[config.mk]
export PLATFORM = sky130hd
export DESIGN_NAME = data_store_unit
export DESIGN_NICKNAME = d
export VERILOG_FILES = /design/src/rtl/data_store_unit_pkg.sv /design/src/rtl/data_store_unit_fifo.sv /design/src/rtl/data_store_unit.sv
export SDC_FILE = /design/constraint.sdc
export NUM_CORES = 1
export LEC_CHECK = 0
export CORE_ASPECT_RATIO = 0.8
export CORE_UTILIZATION = 60
export DETAILED_ROUTE_END_ITERATION = 10
export GPL_TIMING_DRIVEN = 0
export PLACE_DENSITY_LB_ADDON = 0.15
export SLEW_MARGIN = 15
export SYNTH_ARGS = -nofsm -noshare
export SYNTH_HDL_FRONTEND = slang
export SYNTH_HIERARCHICAL = 1
export SYNTH_SLANG_ARGS = --single-unit
[constraint.sdc]
create_clock -name clk_i -period 6.37 [get_ports clk_i]
set_clock_uncertainty 0.15 [all_clocks]
set_input_delay 1.274 -clock clk_i [delete_from_list [all_inputs] [get_ports clk_i]]
set_output_delay 1.274 -clock clk_i [all_outputs]
set_load 0.01 [all_outputs]
[src/rtl/data_store_unit_pkg.sv]
// Shared types and helpers for the byte-serialising store unit.
// Store-size encodings, FSM state encoding, and the size/alignment decode.
package data_store_unit_pkg;

  localparam logic [1:0] StoreByte = 2'd0;
  localparam logic [1:0] StoreHalf = 2'd1;
  localparam logic [1:0] StoreWord = 2'd2;

  typedef enum logic [1:0] {
    StIdle  = 2'd0,
    StWrite = 2'd1,
    StDone  = 2'd2
  } state_e;

  // Index of the final byte of a store (n-1); reserved size maps to 0.
  function automatic logic [1:0] last_byte_idx(input logic [1:0] size);
    logic [1:0] idx;
    case (size)
      StoreByte: idx = 2'd0;
      StoreHalf: idx = 2'd1;
      StoreWord: idx = 2'd3;
      default:   idx = 2'd0;
    endcase
    return idx;
  endfunction

  // True when the request must be dropped: reserved size or natural misalignment.
  function automatic logic store_bad(input logic [1:0] size, input logic [1:0] addr_lo);
    logic bad;
    case (size)
      StoreByte: bad = 1'b0;
      StoreHalf: bad = addr_lo[0];
      StoreWord: bad = (addr_lo != 2'b00);
      default:   bad = 1'b1;
    endcase
    return bad;
  endfunction

endpackage

[src/rtl/data_store_unit_fifo.sv]
// Synchronous FIFO used as the store request queue.
// Depth must be a power of two (>= 2); push when full and pop when empty are ignored.
module data_store_unit_fifo #(
  parameter int unsigned Width = 8,
  parameter int unsigned Depth = 4
) (
  input  logic             clk_i,
  input  logic             rst_ni,
  input  logic             push_i,
  input  logic [Width-1:0] wdata_i,
  input  logic             pop_i,
  output logic [Width-1:0] rdata_o,
  output logic             full_o,
  output logic             empty_o
);

  localparam int unsigned PtrW = (Depth > 1) ? $clog2(Depth) : 1;

  logic [PtrW:0]    wr_ptr_q, wr_ptr_d;
  logic [PtrW:0]    rd_ptr_q, rd_ptr_d;
  logic [Width-1:0] mem_q [Depth];
  logic             do_push, do_pop;

  // Extra pointer bit distinguishes full from empty when the indices match.
  always_comb begin
    empty_o = (wr_ptr_q == rd_ptr_q);
    full_o  = (wr_ptr_q[PtrW] != rd_ptr_q[PtrW]) &&
              (wr_ptr_q[PtrW-1:0] == rd_ptr_q[PtrW-1:0]);
    do_push = push_i && !full_o;
    do_pop  = pop_i && !empty_o;
    wr_ptr_d = do_push ? wr_ptr_q + 1'b1 : wr_ptr_q;
    rd_ptr_d = do_pop  ? rd_ptr_q + 1'b1 : rd_ptr_q;
    rdata_o  = mem_q[rd_ptr_q[PtrW-1:0]];
  end

  always_ff @(posedge clk_i or negedge rst_ni) begin
    if (!rst_ni) begin
      wr_ptr_q <= '0;
      rd_ptr_q <= '0;
    end else begin
      wr_ptr_q <= wr_ptr_d;
      rd_ptr_q <= rd_ptr_d;
    end
  end

  always_ff @(posedge clk_i) begin
    if (do_push) begin
      mem_q[wr_ptr_q[PtrW-1:0]] <= wdata_i;
    end
  end

endmodule

[src/rtl/data_store_unit.sv]
// Queues store requests and serialises each into big-endian single-byte writes.
// Byte k of an n-byte store goes to base+k carrying data[8*(n-1-k) +: 8].
module data_store_unit
  import data_store_unit_pkg::*;
#(
  parameter int unsigned AddrSize = 32,
  parameter int unsigned Width    = 32,
  parameter int unsigned Depth    = 4
) (
  input  logic                clk_i,
  input  logic                rst_ni,
  input  logic                stop_i,
  input  logic                req_valid_i,
  output logic                req_ready_o,
  input  logic [AddrSize-1:0] req_addr_i,
  input  logic [Width-1:0]    req_data_i,
  input  logic [1:0]          req_size_i,
  output logic                mem_we_o,
  output logic [AddrSize-1:0] mem_addr_o,
  output logic [7:0]          mem_wdata_o,
  input  logic                mem_ready_i,
  output logic                done_o,
  output logic                err_o,
  output logic                idle_o
);

  localparam int unsigned EntryW = AddrSize + Width + 2;

  logic [EntryW-1:0]   fifo_wdata, fifo_rdata;
  logic                fifo_full, fifo_empty, fifo_push, fifo_pop;
  logic [AddrSize-1:0] head_addr;
  logic [Width-1:0]    head_data;
  logic [1:0]          head_size;

  state_e              state_q, state_d;
  logic [AddrSize-1:0] base_q, base_d;
  logic [Width-1:0]    data_q, data_d;
  logic [1:0]          last_q, last_d;
  logic [1:0]          k_q, k_d;
  logic                err_q, err_d;
  logic [1:0]          sel;

  assign fifo_wdata = {req_addr_i, req_data_i, req_size_i};
  assign {head_addr, head_data, head_size} = fifo_rdata;
  assign fifo_push  = req_valid_i && !fifo_full;
  assign req_ready_o = !fifo_full;

  data_store_unit_fifo #(
    .Width (EntryW),
    .Depth (Depth)
  ) u_req_fifo (
    .clk_i   (clk_i),
    .rst_ni  (rst_ni),
    .push_i  (fifo_push),
    .wdata_i (fifo_wdata),
    .pop_i   (fifo_pop),
    .rdata_o (fifo_rdata),
    .full_o  (fifo_full),
    .empty_o (fifo_empty)
  );

  always_comb begin
    state_d  = state_q;
    base_d   = base_q;
    data_d   = data_q;
    last_d   = last_q;
    k_d      = k_q;
    err_d    = 1'b0;
    fifo_pop = 1'b0;
    unique case (state_q)
      StIdle: begin
        if (!fifo_empty && !stop_i) begin
          fifo_pop = 1'b1;
          if (store_bad(head_size, head_addr[1:0])) begin
            err_d = 1'b1;
          end else begin
            state_d = StWrite;
            base_d  = head_addr;
            data_d  = head_data;
            last_d  = last_byte_idx(head_size);
            k_d     = 2'd0;
          end
        end
      end
      StWrite: begin
        if (mem_ready_i) begin
          if (k_q == last_q) begin
            state_d = StDone;
          end else begin
            k_d = k_q + 2'd1;
          end
        end
      end
      StDone: begin
        state_d = StIdle;
      end
      default: begin
        state_d = StIdle;
      end
    endcase
  end

  always_ff @(posedge clk_i or negedge rst_ni) begin
    if (!rst_ni) begin
      state_q <= StIdle;
      base_q  <= '0;
      data_q  <= '0;
      last_q  <= 2'd0;
      k_q     <= 2'd0;
      err_q   <= 1'b0;
    end else begin
      state_q <= state_d;
      base_q  <= base_d;
      data_q  <= data_d;
      last_q  <= last_d;
      k_q     <= k_d;
      err_q   <= err_d;
    end
  end

  // Outputs depend only on registered state, so a stall holds them stable.
  always_comb begin
    sel         = last_q - k_q;
    mem_we_o    = (state_q == StWrite);
    mem_addr_o  = mem_we_o ? base_q + AddrSize'(k_q) : '0;
    mem_wdata_o = mem_we_o ? data_q[8*sel +: 8] : 8'h00;
    done_o      = (state_q == StDone);
    err_o       = err_q;
    idle_o      = fifo_empty && (state_q == StIdle);
  end

endmodule

==> key figures <==
Clock network
  • Total CTS buffers: 34
  • Clock root buffer: clkbuf_16
  • # Post-CTS Setup Buffers: 0
  • Post-cts sizing count: 0
  • CTS Hold Bufs: 0
  • CTS tree: done
  • Worst skew pair latency: between 0.5 and 0.6 ns
  • Number of clock sinks: about 340
  • Clock buffer depth: 3
  • H-tree depth: 2
  • Clock-pin slew on the worst setup and hold paths: 0.06 ns

Routing
  • Via count: approximately 7,600
  • DR WL/cell: roughly 24 um
  • Detailed Routing Iterations Pass 1: 5
  • Via/cell ratio: slightly above 6
  • Drc violations: 0
  • Detailed Route WL: 29,100 um
  • 1st-iter DRT viols: between 600 and 700
  • Antenna viol nets, final: 0

Finish
  • Layout cells sized above 1: 0.230
  • Nets: a little under 1,000
  • Post-layout instance area: ~17,000 sq um
  • Area growth syn-to-layout: 20.9%
  • # fillers: approximately 1,300
  • Reg area: between 9000 and 10,000 sq um
  • Multi-input gate area: between 3000 and 4000 sq um

Pwr
  • Logic pwr share: 0.355
  • Switching Fraction: 0.317
  • P_int: 5.80 mW
  • Maximum vdd drop: around 0.35 mV
  • Proportion of power drawn by the clock network: 0.235
  • Sw Pwr: ~2.7 mW
  • Flop pwr share: 0.410
  • Static leakage: between 5 and 6 nW
  • PD cells: 505 nW/um^2

Yosys
  • Syn Inst Count: 746
  • Synthesized area: 13,900 sq um
  • Syn_nets: around 830
  • Ys Warns: 6
  • Post-synth EDFFs: about 260
  • Seq cells post-synth: between 300 and 400
  • Synth unique cells: 50
  • Syn_area_per_cell: around 19 sq um
  • Ys async rst share: 0.226
  • Post-synth top flop: edfxtp_1
  • Sequential share of the synthesized area: 0.708

Global routing
  • Largest net degree at the start of global routing: 59
  • GRT Resource Usage Total: 0.258
  • Vias in the first global route: between 7,000 and 8,000
  • Global-route wire length before repair: 45,300 um
  • Initial antenna violation count: 1
  • Total gr overflow: 0

Setup path
  • Setup crit start kind: flip-flop
  • CP Capture Type: output port
  • Critical path class: reg -> out
  • Worst path slowest cell: clkdlybuf4s50_1
  • CP arrival: 3.56 ns
  • CP required: 4.95 ns
  • CP max FO: 10
  • CP Cell Sequence: ha_1 > fa_1 > nand4_2 > or3_4 > buf_2 > or4_1 > a21oi_1 > clkdlybuf4s50_1
  • CP max stage delay: between 0.5 and 0.6 ns

Placement
  • DP Worst Slack: between 2 and 2.5 ns
  • DP Wirelength: approximately 20,000 um
  • Placed Area: about 16,000 sq um
  • GPL Wtd Cong: approximately 0.94
  • Buffers on Ports: between 100 and 150

Timing
  • Hold slack final: about 0.35 ns
  • Max-slew violation count: 0
  • Final TNS setup: 0 ns
  • Final Hold Viols: 0
  • Final Setup Violations: 0
  • Slack of the critical path: 1.38 ns
  • Tmin final: around 5 ns
  • Max Clk Rate: 0.201 GHz
  • Slew headroom: 0.473
  • Tightest Pin Transition: 0.787 ns
  • RSZ-0062 raised after global routing: no
  • Final critical-path share of the clock period: 0.783

Floorplan
  • Die Wd: roughly 170 um
  • Initial Util: 0.615
  • Die area: 23,800 sq um
  • Cell Rows: between 40 and 50
  • I/O pins: 116
  • Die height: 138 um
  • Core area: 22,600 sq um

Worst hold path
  • Tightest Hold Check Type: reg -> reg

Run
  • Maxcap violations: 0

Outcome
  • Outcome: finished, final reports clean
-- cell families (layout without fill, tap and decap cells) --
group | Yosys count | after routing | synth area share
buffers and inverters | 47 | 230 | 0.0173
AOI/OAI and AO/OA | 77 | 77 | 0.0352
adders and majority gates | 12 | 12 | 0.0113
muxes | 147 | 147 | 0.171
xor gates and xnor gates | 19 | 19 | 0.0144
and+or+nand+nor | 103 | 103 | 0.0427
DFF | 341 | 341 | 0.708
other | 0 | 1 | 0
-- Yosys cell counts (9+ instances only) --
cell | number | area (sq um)
ha_1 | 11 | 138
mux2_2 | 65 | 732
o31ai_1 | 19 | 143
clkbuf_1 | 16 | 60.1
edfxtp_1 | 264 | 7930
inv_1 | 12 | 45.0
mux2i_1 | 16 | 160
or4_1 | 14 | 105
nor2_1 | 13 | 48.8
nand2_1 | 21 | 78.8
nand3_1 | 9 | 45.0
dfrtp_1 | 77 | 1930
a21oi_1 | 27 | 135
xnor2_1 | 13 | 114
mux4_2 | 66 | 1490
-- routing by layer --
layer,share of wire,global-route usage,up-vias
met5,0,0,-
met4,0.022,0.0787,0
met3,0.067,0.0381,53
met2,0.47,0.392,306
met1,0.44,0.393,3965
li1,-,-,3323
-- placed cells by master (no fill, tap or decap), types with 4 or more instances in the layout --
| cell type | netlist | layout |
|---|---|---|
| edfxtp_1 | 264 | 264 |
| clkdlybuf4s50_1 | 0 | 114 |
| dfrtp_1 | 77 | 77 |
| mux4_2 | 66 | 66 |
| mux2_2 | 65 | 65 |
| clkbuf_16 | 0 | 35 |
| a21oi_1 | 27 | 27 |
| clkbuf_1 | 16 | 21 |
| nand2_1 | 21 | 21 |
| o31ai_1 | 19 | 19 |
| mux2i_1 | 16 | 16 |
| or4_1 | 14 | 14 |
| xnor2_1 | 13 | 13 |
| nor2_1 | 13 | 13 |
| inv_1 | 12 | 12 |
| ha_1 | 11 | 11 |
| clkinv_1 | 1 | 9 |
| nand3_1 | 9 | 9 |
| o22ai_1 | 8 | 8 |
| buf_2 | 8 | 8 |
| o21ai_0 | 8 | 8 |
| buf_16 | 0 | 8 |
| and2_1 | 6 | 6 |
| nand2b_1 | 5 | 5 |
| or3_1 | 5 | 5 |
| nor3_1 | 5 | 5 |
| nor2b_1 | 5 | 5 |
| and3_1 | 7 | 4 |
| buf_6 | 4 | 4 |
| bufinv_16 | 0 | 4 |
-- critical path: cells and delay by family, from the launching register on --
kind | cells | cell delay [ns]
buffers and inverters | 2 | 0.77
AOI/OAI and AO/OA | 1 | 0.20
and+or+nand+nor | 3 | 1.15
DFF | 1 | 0.43
adders and majority gates | 2 | 0.51
-- stage by stage --
step	power (mW)	std cells	util
after floorplan	5.37	746	-
after global placement	6.34	1167	0.683
after detailed placement	6.52	1175	0.694
after CTS	8.55	1235	0.743
after global routing	8.88	1236	0.743
final	8.49	1236	0.743
-- power groups by stage --
stage	Sequential, mW	Clock [mW]	Combinational, mW
2_1_floorplan	3.38	0	1.99
3_3_place_gp	3.51	0	2.83
3_5_place_dp	3.50	0	3.02
4_1_cts	3.47	2.04	3.04
5_1_grt	3.53	2.12	3.23
6_report	3.48	1.99	3.02
-- worst paths after layout --
| path | cells after the start | start | to | slack, ns |
|---|---|---|---|---|
| worst max-delay path | 8 | k_q[0] | mem_addr_o[24] | 1.38 |
| worst min-delay path | 2 | last_q[0] | last_q[0] | 0.35 |
| worst max register to register | 10 | u_req_fifo/rd_ptr_q[1] | data_q[2] | 2.13 |
| worst min register to register | 2 | last_q[0] | last_q[0] | 0.35 |
| max in group asynchronous | 2 | rst_ni | data_q[6] | 4.94 |
| min in group asynchronous | 1 | rst_ni | base_q[17] | 0.52 |
-- flip-flops by register name, summed over array words and instances, names as in the netlist --
signal,cells
data_q,32
last_q,2
state_q,2
k_q,2
base_q,32
u_req_fifo/rd_ptr_q,3
err_o,1
u_req_fifo/wr_ptr_q,3
u_req_fifo/mem_q,264
-- layout make-up --
type | count | area share
Inverter | 13 | 0.00290
Tap cell | 306 | 0.0228
Sequential cell | 341 | 0.586
Timing Repair Buffer | 123 | 0.0814
Clock inverter | 17 | 0.0112
Multi-Input combinational cell | 358 | 0.229
Antenna cell | 1 | 0.000149
Clock buffer | 43 | 0.0556
Buffer | 34 | 0.0114
Power figures use the tool's default switching activity.
